## src/rtl/gshare_btb_predictor.sv

```systemverilog
// -----------------------------------------------------------------------------
// gshare_btb_predictor
//
// Purpose:
//   Gshare direction predictor (2-bit saturating PHT indexed by PC ^ GHR) with a
//   tagged direct-mapped BTB. Prediction is combinational from the fetch PC.
//   Training, flush detection and redirect come from the branch resolution
//   stage. The GHR is updated speculatively on BTB-hit fetches and restored
//   from the carried-down checkpoint (res_ghr) on a mispredict. After reset a
//   small FSM walks the PHT writing weakly-not-taken into every entry.
//
// Ports:
//   clk, reset          clock (rising edge), asynchronous active-low reset
//   fe_valid, fe_pc     fetch request
//   pred_taken/pc/ghr   prediction for fe_pc and the GHR it used
//   res_*               branch resolution (actual outcome + carried prediction)
//   flush, redirect_pc  mispredict indication and correct next PC
//   bp_ready            PHT initialisation finished
//   dbg_state           current FSM state (0 = INIT, 1 = RUN)
//
// Handshake: fe_valid qualifies fe_pc only for the speculative GHR shift; the
//   prediction outputs always reflect fe_pc. res_valid qualifies all res_*
//   inputs for one cycle; there is no backpressure on either side.
//
// Configuration macro:
//   BP_STATS_EN  adds stat_branches / stat_mispred counters and ports.
//
// Requires GHR_BITS >= 2.
// -----------------------------------------------------------------------------
module gshare_btb_predictor #(
  parameter int PC_BITS      = 32,
  parameter int GHR_BITS     = 8,
  parameter int BTB_IDX_BITS = 4
) (
  input  logic                clk,
  input  logic                reset,
  input  logic                fe_valid,
  input  logic [PC_BITS-1:0]  fe_pc,
  output logic                pred_taken,
  output logic [PC_BITS-1:0]  pred_pc,
  output logic [GHR_BITS-1:0] pred_ghr,
  input  logic                res_valid,
  input  logic [PC_BITS-1:0]  res_pc,
  input  logic                res_taken,
  input  logic [PC_BITS-1:0]  res_target,
  input  logic                res_uncond,
  input  logic                res_pred_taken,
  input  logic [PC_BITS-1:0]  res_pred_pc,
  input  logic [GHR_BITS-1:0] res_ghr,
  output logic                flush,
  output logic [PC_BITS-1:0]  redirect_pc,
  output logic                bp_ready,
  output logic                dbg_state
`ifdef BP_STATS_EN
  ,
  output logic [31:0]         stat_branches,
  output logic [31:0]         stat_mispred
`endif
);

  localparam int PHT_DEPTH = 1 << GHR_BITS;
  localparam int BTB_DEPTH = 1 << BTB_IDX_BITS;
  localparam int TAG_W     = PC_BITS - BTB_IDX_BITS - 2;

  localparam logic [0:0] ST_INIT = 1'b0;
  localparam logic [0:0] ST_RUN  = 1'b1;

  // ---------------------------------------------------------------------------
  // State
  // ---------------------------------------------------------------------------
  logic [0:0]          state_q, state_d;
  logic [GHR_BITS-1:0] init_cnt_q, init_cnt_d;
  logic [GHR_BITS-1:0] ghr_q, ghr_d;
  logic [BTB_DEPTH-1:0] btb_valid_q, btb_valid_d;

  // Table payloads carry no reset: PHT is filled by the INIT walk, BTB payload
  // is qualified by btb_valid_q.
  logic [1:0]          pht_q        [PHT_DEPTH];
  logic [TAG_W-1:0]    btb_tag_q    [BTB_DEPTH];
  logic [PC_BITS-1:0]  btb_target_q [BTB_DEPTH];
  logic [BTB_DEPTH-1:0] btb_uncond_q;

  logic run;
  assign run = (state_q == ST_RUN);

  // ---------------------------------------------------------------------------
  // Lookup
  // ---------------------------------------------------------------------------
  logic [GHR_BITS-1:0]     fe_pht_idx;
  logic [BTB_IDX_BITS-1:0] fe_btb_idx;
  logic [TAG_W-1:0]        fe_tag;
  logic                    fe_hit;

  assign fe_pht_idx = fe_pc[GHR_BITS+1:2] ^ ghr_q;
  assign fe_btb_idx = fe_pc[BTB_IDX_BITS+1:2];
  assign fe_tag     = fe_pc[PC_BITS-1:BTB_IDX_BITS+2];
  assign fe_hit     = btb_valid_q[fe_btb_idx] && (btb_tag_q[fe_btb_idx] == fe_tag);

  assign pred_taken = run && fe_hit && (btb_uncond_q[fe_btb_idx] || pht_q[fe_pht_idx][1]);
  assign pred_pc    = pred_taken ? btb_target_q[fe_btb_idx] : (fe_pc + PC_BITS'(4));
  assign pred_ghr   = ghr_q;

  // ---------------------------------------------------------------------------
  // Resolution
  // ---------------------------------------------------------------------------
  logic                    res_act;
  logic [GHR_BITS-1:0]     res_pht_idx;
  logic [BTB_IDX_BITS-1:0] res_btb_idx;
  logic [1:0]              res_ctr;

  assign res_act     = run && res_valid;
  assign res_pht_idx = res_pc[GHR_BITS+1:2] ^ res_ghr;
  assign res_btb_idx = res_pc[BTB_IDX_BITS+1:2];
  assign res_ctr     = pht_q[res_pht_idx];

  assign flush       = res_act && ((res_taken != res_pred_taken) ||
                                   (res_taken && (res_target != res_pred_pc)));
  assign redirect_pc = res_taken ? res_target : (res_pc + PC_BITS'(4));

  assign bp_ready  = run;
  assign dbg_state = state_q;

  // Checkpoint MSB falls off the shift on restore.
  logic unused_ghr_msb;
  assign unused_ghr_msb = res_ghr[GHR_BITS-1];

  // ---------------------------------------------------------------------------
  // Next-state logic
  // ---------------------------------------------------------------------------
  logic                pht_we;
  logic [GHR_BITS-1:0] pht_widx;
  logic [1:0]          pht_wdata;
  logic                btb_we;

  always_comb begin
    state_d    = state_q;
    init_cnt_d = init_cnt_q;
    if (state_q == ST_INIT) begin
      init_cnt_d = init_cnt_q + GHR_BITS'(1);
      if (init_cnt_q == {GHR_BITS{1'b1}}) state_d = ST_RUN;
    end
  end

  // Restore on mispredict beats the speculative shift.
  always_comb begin
    ghr_d = ghr_q;
    if (run) begin
      if (flush)                  ghr_d = {res_ghr[GHR_BITS-2:0], res_taken};
      else if (fe_valid && fe_hit) ghr_d = {ghr_q[GHR_BITS-2:0], pred_taken};
    end
  end

  // Single PHT write port shared by the INIT walk and training.
  always_comb begin
    pht_we    = 1'b0;
    pht_widx  = res_pht_idx;
    pht_wdata = 2'b01;
    if (!run) begin
      pht_we   = 1'b1;
      pht_widx = init_cnt_q;
    end else if (res_valid && !res_uncond) begin
      pht_we = 1'b1;
      if (res_taken) pht_wdata = (res_ctr == 2'b11) ? 2'b11 : res_ctr + 2'b01;
      else           pht_wdata = (res_ctr == 2'b00) ? 2'b00 : res_ctr - 2'b01;
    end
  end

  assign btb_we = res_act && res_taken;

  always_comb begin
    btb_valid_d = btb_valid_q;
    if (btb_we) btb_valid_d[res_btb_idx] = 1'b1;
  end

  // ---------------------------------------------------------------------------
  // Registers
  // ---------------------------------------------------------------------------
  always_ff @(posedge clk or negedge reset) begin
    if (!reset) begin
      state_q     <= ST_INIT;
      init_cnt_q  <= '0;
      ghr_q       <= '0;
      btb_valid_q <= '0;
    end else begin
      state_q     <= state_d;
      init_cnt_q  <= init_cnt_d;
      ghr_q       <= ghr_d;
      btb_valid_q <= btb_valid_d;
    end
  end

  always_ff @(posedge clk) begin
    if (pht_we) pht_q[pht_widx] <= pht_wdata;
    if (btb_we) begin
      btb_tag_q[res_btb_idx]    <= res_pc[PC_BITS-1:BTB_IDX_BITS+2];
      btb_target_q[res_btb_idx] <= res_target;
      btb_uncond_q[res_btb_idx] <= res_uncond;
    end
  end

`ifdef BP_STATS_EN
  logic [31:0] stat_branches_q, stat_branches_d;
  logic [31:0] stat_mispred_q, stat_mispred_d;

  always_comb begin
    stat_branches_d = stat_branches_q + {31'b0, res_act};
    stat_mispred_d  = stat_mispred_q + {31'b0, flush};
  end

  always_ff @(posedge clk or negedge reset) begin
    if (!reset) begin
      stat_branches_q <= '0;
      stat_mispred_q  <= '0;
    end else begin
      stat_branches_q <= stat_branches_d;
      stat_mispred_q  <= stat_mispred_d;
    end
  end

  assign stat_branches = stat_branches_q;
  assign stat_mispred  = stat_mispred_q;
`endif

endmodule

```

## config.mk

```make
export PLATFORM = sky130hd
export DESIGN_NAME = gshare_btb_predictor
export DESIGN_NICKNAME = d
export VERILOG_FILES = /design/src/rtl/gshare_btb_predictor.sv
export SDC_FILE = /design/constraint.sdc
export NUM_CORES = 2
export LEC_CHECK = 0
export BUFFER_PORTS_ARGS = -buffer_cell sky130_fd_sc_hd__buf_4
export CAP_MARGIN = 40
export CORE_UTILIZATION = 67
export DETAILED_ROUTE_END_ITERATION = 16
export PLACE_DENSITY_LB_ADDON = 0.12
export SKIP_LAST_GASP = 1
export SLEW_MARGIN = 20
export SYNTH_ARGS = -nofsm -noshare
export SYNTH_HDL_FRONTEND = slang
export SYNTH_SLANG_ARGS = --single-unit
```

## constraint.sdc

```tcl
create_clock -name clk -period 32 [get_ports clk]
set_input_delay 3.2 -clock clk [delete_from_list [all_inputs] [get_ports clk]]
set_output_delay 3.2 -clock clk [all_outputs]
set_load 0.01 [all_outputs]
```

# Word-level counts from Yosys, hierarchy flattened
# Memories as Yosys holds them, arrays and structs flattened.
# Cells that the tools add are included.
classes:
  n_addsub: 5
  multipliers: 0
  div_mod_pow: 0
  n_lt_le_gt_ge: 3
  eq_ne: 5
  shift: 0
  muxes: 25
  n_bitwise: 3
  reduce_logical: 16
op_table:
  columns: ["op", "count"]
  rows:
  - ["adder 32 x 3 -> 32 bit, second input constant", 2]
  - ["2-to-1 mux 32 bit", 2]
  - ["inequality test 32 bit", 1]
  - ["== test 26 bit", 1]
  - ["2-to-1 mux 8 bit", 3]
  - ["bitwise mux 16 bit", 1]
  - ["OR 16 bit", 1]
  - ["bitwise XOR 8 bit", 2]
  - ["2-to-1 mux 1 bit", 11]
  - ["logical AND 1 bit", 10]
  - ["less-than comparator 4 x 5 -> 1 bit, second input constant", 2]
  - ["2-to-1 mux 2 bit", 5]
  - ["adder 8 x 1 -> 8 bit, second input constant", 1]
  - ["binary-select mux 1 bit (select 4 bit)", 2]
  - ["== test 8 bit, second input constant", 1]
  - ["demux 1 bit (select 4 bit)", 1]
  - [">= comparator 4 x 1 -> 1 bit, second input constant", 1]
  - ["adder 2 x 1 -> 2 bit, second input constant", 1]
  - ["== test 2 bit, second input constant", 1]
  - ["logical NOT 2 bit", 1]
  - ["logical OR 1 bit", 2]
  - ["AND reduction 2 bit", 1]
  - ["nonzero test 2 bit", 1]
  - ["subtractor 2 x 1 -> 2 bit, second input constant", 1]
  - ["other kinds (2)", 2]
totals:
  reg_bits: 49
  latch_bits: 0
  mem_bits_rw: 1440
  mem_bits_ro: 0
  inputBits: 143
  output_inout_bits: 76
  word_cells: 65
  n_memories: 3
memory_table:
  columns: ["name", "words", "width", "read_ports", "rd_clocked_by_memory_dff", "write_ports", "line", "source"]
  rows:
  - ["btb_target_q", 16, 32, 1, 0, 1, "80", "logic [PC_BITS-1:0] btb_target_q [BTB_DEPTH];"]
  - ["pht_q", 256, 2, 2, 0, 1, "78", "logic [1:0] pht_q [PHT_DEPTH];"]
  - ["btb_tag_q", 16, 26, 1, 0, 1, "79", "logic [TAG_W-1:0] btb_tag_q [BTB_DEPTH];"]

# Longest topological paths before layout
depth:
  depth_word: 7
  depth_mapped: 17
  ltp_nobuf: 10

# Worst setup path after synthesis
# Ideal clock, no wire load.
synth_path:
  path_kind: "input to register"
  from: "input res_pc[2]"
  to: "memory pht_q[0][1] (data pin)"
  setup_time_ps: 2274
  t_arrival_ps: 16123
  required_time_ps: 29726
  slack_ps: 13603
  path_stages: 13
  n_path_buf: 4
  path_cell_list: "buf_2 xnor2_1 buf_4 buf_4 buf_2 nand2_1 a311oi_1 o211ai_1 and4_1 a311oi_1 or3_1 o21ai_0 a21boi_0"
synth_via:
  elab_chain_cells: 7
  elab_cells_between_ends: 11
  cone_classes: "add/sub (2); eq/ne (1); mux (5); bitwise (1); reduce/logical (1); memory (1)"
synth_lines:
  columns: ["item", "line", "source"]
  rows:
  - ["from (decl)", "43", "input logic [PC_BITS-1:0] res_pc,"]
  - ["bitwise XOR 8 bit *", "112", "assign res_pht_idx = res_pc[GHR_BITS+1:2] ^ res_ghr;"]
  - ["memory read (256 x 2 bit) *", null, null]
  - ["subtractor 2 x 1 -> 2 bit (tied with other cells)", "164", "else pht_wdata = (res_ctr == 2'b00) ? 2'b00 : res_ctr - 2'b01;"]
  - ["2-to-1 mux 2 bit, on equally long branches", "164, 163", null]
  - ["2-to-1 mux 2 bit *", "163", "if (res_taken) pht_wdata = (res_ctr == 2'b11) ? 2'b11 : res_ctr + 2'b01;"]
  - ["2-to-1 mux 2 bit *", "161", "end else if (res_valid && !res_uncond) begin"]
  - ["2-to-1 mux 2 bit *", "158", "if (!run) begin"]
  - ["via pht_wdata[1]", "132", "logic [1:0] pht_wdata;"]
  - ["to (decl)", "78", null]
# The timed path passes the listed nets; every way through them passes the cells marked *.

# Worst setup path in the final report
layout_path:
  from: "input fe_pc[2]"
  to: "output pred_pc[4]"
layout_via:
  elab_chain_cells: 6
  elab_cells_between_ends: 15
  cone_classes: "add/sub (1); eq/ne (1); mux (5); bitwise (1); reduce/logical (4); memory (3)"
layout_lines:
  columns: ["item", "line", "source"]
  rows:
  - ["from (decl)", "38", "input logic [PC_BITS-1:0] fe_pc,"]
  - ["branches (longest 5 deep; another with memory read (256 x 2 bit))", null, null]
  - ["2-to-1 mux 32 bit *", "100", "assign pred_pc = pred_taken ? btb_target_q[fe_btb_idx] : (fe_pc + PC_BITS'(4));"]
  - ["to (decl)", "40", "output logic [PC_BITS-1:0] pred_pc,"]
# Mark *: on every way between the ends. The select of a mux whose other input is x is not followed.

==> results.toml <==
[worst_setup_path]
critPathSlowestCell = "mux4_2"
reg2reg_depth = 10
critPathMaxStageDelay_ps = 580
cp_top_family = "buffers and inverters"
r2r_start = "pht_q[11][0]$_DFFE_PP_"
end_kind = "primary output"
cp_cell_sequence = "buf_8 -> buf_4 -> buf_16 -> buf_4 -> buf_16 -> mux4_2 -> mux2i_1 -> xor2_1 -> nand3_1 -> nor2_1 -> a31oi_1 -> nand4b_1 -> nor4_4 -> buf_4 -> mux2_2 -> buf_4"
cp.required_ps = 28800
crit_top_cell = "buf_4"
worst-path-buf-inv = 7
worstPathArrival_ps = 8350
crit_fanout = 66
critPathLaunchType = "input port"
timing.rr.end = "pht_q[157][0]$_DFFE_PP_"
regToRegSetupSlack_ps = 27490
crit_type = "in2out"

[synthesis]
syn-num-nets = 3570
synth_top_area_cell = "edfxtp_1"
synth_seq_cells = 1489
async_reset_ff_share_pct = 2.22
syn_area_per_cell_um2 = 18.4
muxShareOfSynthArea_pct = 17.8
synth.area.top_cells = "edfxtp_1 69%, mux4_2 16%, nor2_1 2.0%, nand2_1 1.7%, dfrtp_1 1.3%"
synthSimpleGateAreaFrac_pct = 5.86
syn_area_um2 = 62900
synthAdderAreaFrac_pct = 0.135
yosysWarnings = 0
seq_area_frac_synth_pct = 70.8
synth.top_cell.area_share_pct = 69.5
synth_top_family_by_area = "multiplexers"
synth_compound_area_share_pct = 1.74
synth_xor_area_share_pct = 2.15
yosysUniqueCellTypes = 60
synth_edf_count = 1456
synth_cells = 3421
ys.flop_type = "edfxtp_1"

[timing]
period_needed_ps = 11550
tightest_slew_ps = 960
rsz0062_at_grt = "no"
finalSetupTns_ps = 0
setup_viol = 0
hold_viol = 0
skew_ps = 25.1
slew_headroom_pct = 35.6
fin_crit_sh_pct = 36.1
final-max-slew-violation-count = 0
fmax_ghz = 0.0866

[cells_and_area]
layout.nets = 3864
layout-drive-gt1-share_pct = 28.6
area_growth_pct = 13.9

[cts]
holdBufCountCts = 0
postCtsSetupBuffers = 0
clkTransAtPathRegs_ps = 60
root_buffer = "clkbuf_16"
cts-htree-levels = 4
clock_sinks = 1489
clk_latency_ps = 770
cts_buffers = 147
cts_tree = "done"
cts_buffer_depth = 3
post_cts_resized = 0

[route]
via_per_inst = 7.22
antenna_left = 0
dr.pass1.iters = 8
first_iter_violations = 5782
via_count = 36800
drc = 0
wl_per_cell_um = 35.7
routed_wl_um = 182000

[power_and_ir_drop]
pwr-share-seq_pct = 51.5
switching_share_pct = 22.2
internal_power_uw = 3210
peakVddDrop_mv = 0.0621
p_clk_share_pct = 41.6
p_sw_uw = 917
powerDensity_nw_per_um2 = 57.6
finalPower_uw = 4130
p_comb_share_pct = 6.8
power.leakage_uw = 0.0229

[global_routing]
grt_pass1_vias = 37200
gr-usage-all-layers_pct = 39.3
grt_pass1_wl_um = 259000
gr-total-overflow = 0
grt_max_degree = 117
antenna_found_initial = 18

[hold_path]
hold_end = "btb_valid_q[3]$_DFFE_PN0P_"
hold_class = "reg2reg"
worstHoldStart = "btb_valid_q[3]$_DFFE_PN0P_"
whs_path_depth = 1

[floorplan]
die_area_um2 = 95200
io_pins = 219
start_util_pct = 67.5
core_um2 = 93200
die_w_um = 308
placementRows = 112
die_h_um = 308

[placement]
hpwlAfterDp_um = 106000
gp_congestion = 0.930
port_buffers = 218

[status]
status = "finished clean"

[job]
maxCapViolCount = 0
-- worst max path at each step --
stage,startpoint,to,depth (start not counted),slack [ps]
6_report,fe_pc[2],pred_pc[4],16,20450
3_3_place_gp,fe_pc[2],pred_taken,12,20180
2_1_floorplan,res_pc[2],pht_q[0][1]$_DFFE_PP_,13,13600
5_1_grt,fe_pc[2],pred_pc[4],16,20130
3_5_place_dp,fe_pc[2],pred_pc[4],15,20330
4_1_cts,fe_pc[2],pred_pc[4],15,20260
-- power by group through the flow --
stage               sequential (uW)  combinational (uW)  clock (uW)
floorplan                      2170                 149           0
global placement               2170                 261           0
detailed placement             2170                 270           0
CTS                            2130                 274        1720
global route                   2130                 291        1790
finish                         2130                 282        1720
-- layout make-up --
class                           instances  area [um2]
Inverter                                6        22.5
Timing Repair Buffer                  339        3020
Fill cell                            4977       21500
Antenna cell                            7        17.5
Sequential cell                      1489       44500
Clock inverter                         80         739
Multi-Input combinational cell       1732       17700
Tap cell                             1254        1570
Clock buffer                          188        4000
-- per-layer routing --
metal / track usage (%) / vias to the layer above / share of wire, % / wire, um
li1: - / 14400 / - / -
met1: 50.3 / 18500 / 32 / 58700
met2: 61.6 / 3256 / 48 / 86600
met3: 10.1 / 691 / 13 / 24500
met4: 23.2 / 16 / 6.7 / 12200
met5: 0 / - / 0.061 / 112
-- layout by cell type, fill, tap and decap left out, types with 14 or more instances in the layout --
| cell type | count |
|---|---|
| edfxtp_1 | 1456 |
| mux4_2 | 442 |
| nor2_1 | 322 |
| buf_4 | 305 |
| nand2_1 | 281 |
| clkbuf_16 | 153 |
| nand3_1 | 105 |
| xnor2_1 | 72 |
| xor2_1 | 68 |
| mux2i_1 | 59 |
| mux2_2 | 46 |
| o21ai_0 | 42 |
| dfrtp_1 | 33 |
| clkbuf_1 | 31 |
| a21oi_1 | 29 |
| clkinv_2 | 29 |
| nand4_1 | 25 |
| clkinv_1 | 23 |
| and3_1 | 20 |
| buf_16 | 18 |
| or2_2 | 17 |
| nor3_1 | 16 |
| nor2_4 | 14 |
| o2111ai_1 | 14 |
-- cell usage after synthesis, types with 20 or more instances --
master	number
a21oi_1	29
mux2i_1	59
o21ai_0	42
edfxtp_1	1456
buf_4	26
nor3_1	21
nand4_1	25
buf_2	48
nor2_1	336
nand2_1	282
xor2_1	72
nand3_1	105
clkbuf_1	100
xnor2_1	77
dfrtp_1	33
and3_1	20
mux4_2	442
mux2_2	46
-- worst register-to-register path: stages, from the launching register on --
cell,delay (ps)
edfxtp_1,370
mux4_2,500
o2111ai_1,260
a21oi_1,130
nor3_1,320
a211oi_1,290
or4_1,690
maj3_1,430
nand2_4,520
buf_4,380
buf_16,300
-- state kept, by name, indices dropped and copies added, names as in the netlist --
register and flops:
btb_valid_q 16, btb_tag_q 416, btb_target_q 512, pred_ghr 8, pht_q 512, bp_ready 1
init_cnt_q 8, btb_uncond_q 16
-- cell families after synthesis --
group           after synthesis
compound gates              162
xor+xnor                    152
fa+ha+maj                     7
buf+inv                     200
flops                      1489
mux                         557
simple gates                854
-- stage by stage --
stage / area (um2) / hold slack [ps] / instances / setup WS, ps / utilization [%]
2_1_floorplan: 62900 / 434 / 3421 / 13600 / -
3_3_place_gp: 66200 / 445 / 4787 / 20180 / 71.1
3_5_place_dp: 66800 / 454 / 4813 / 20330 / 71.7
4_1_cts: 71500 / 467 / 5081 / 20260 / 76.8
5_1_grt: 71700 / 480 / 5094 / 20130 / 76.9
6_report: 71700 / 464 / 5095 / 20450 / 76.9
No activity file was read; power rests on OpenSTA's default activity.
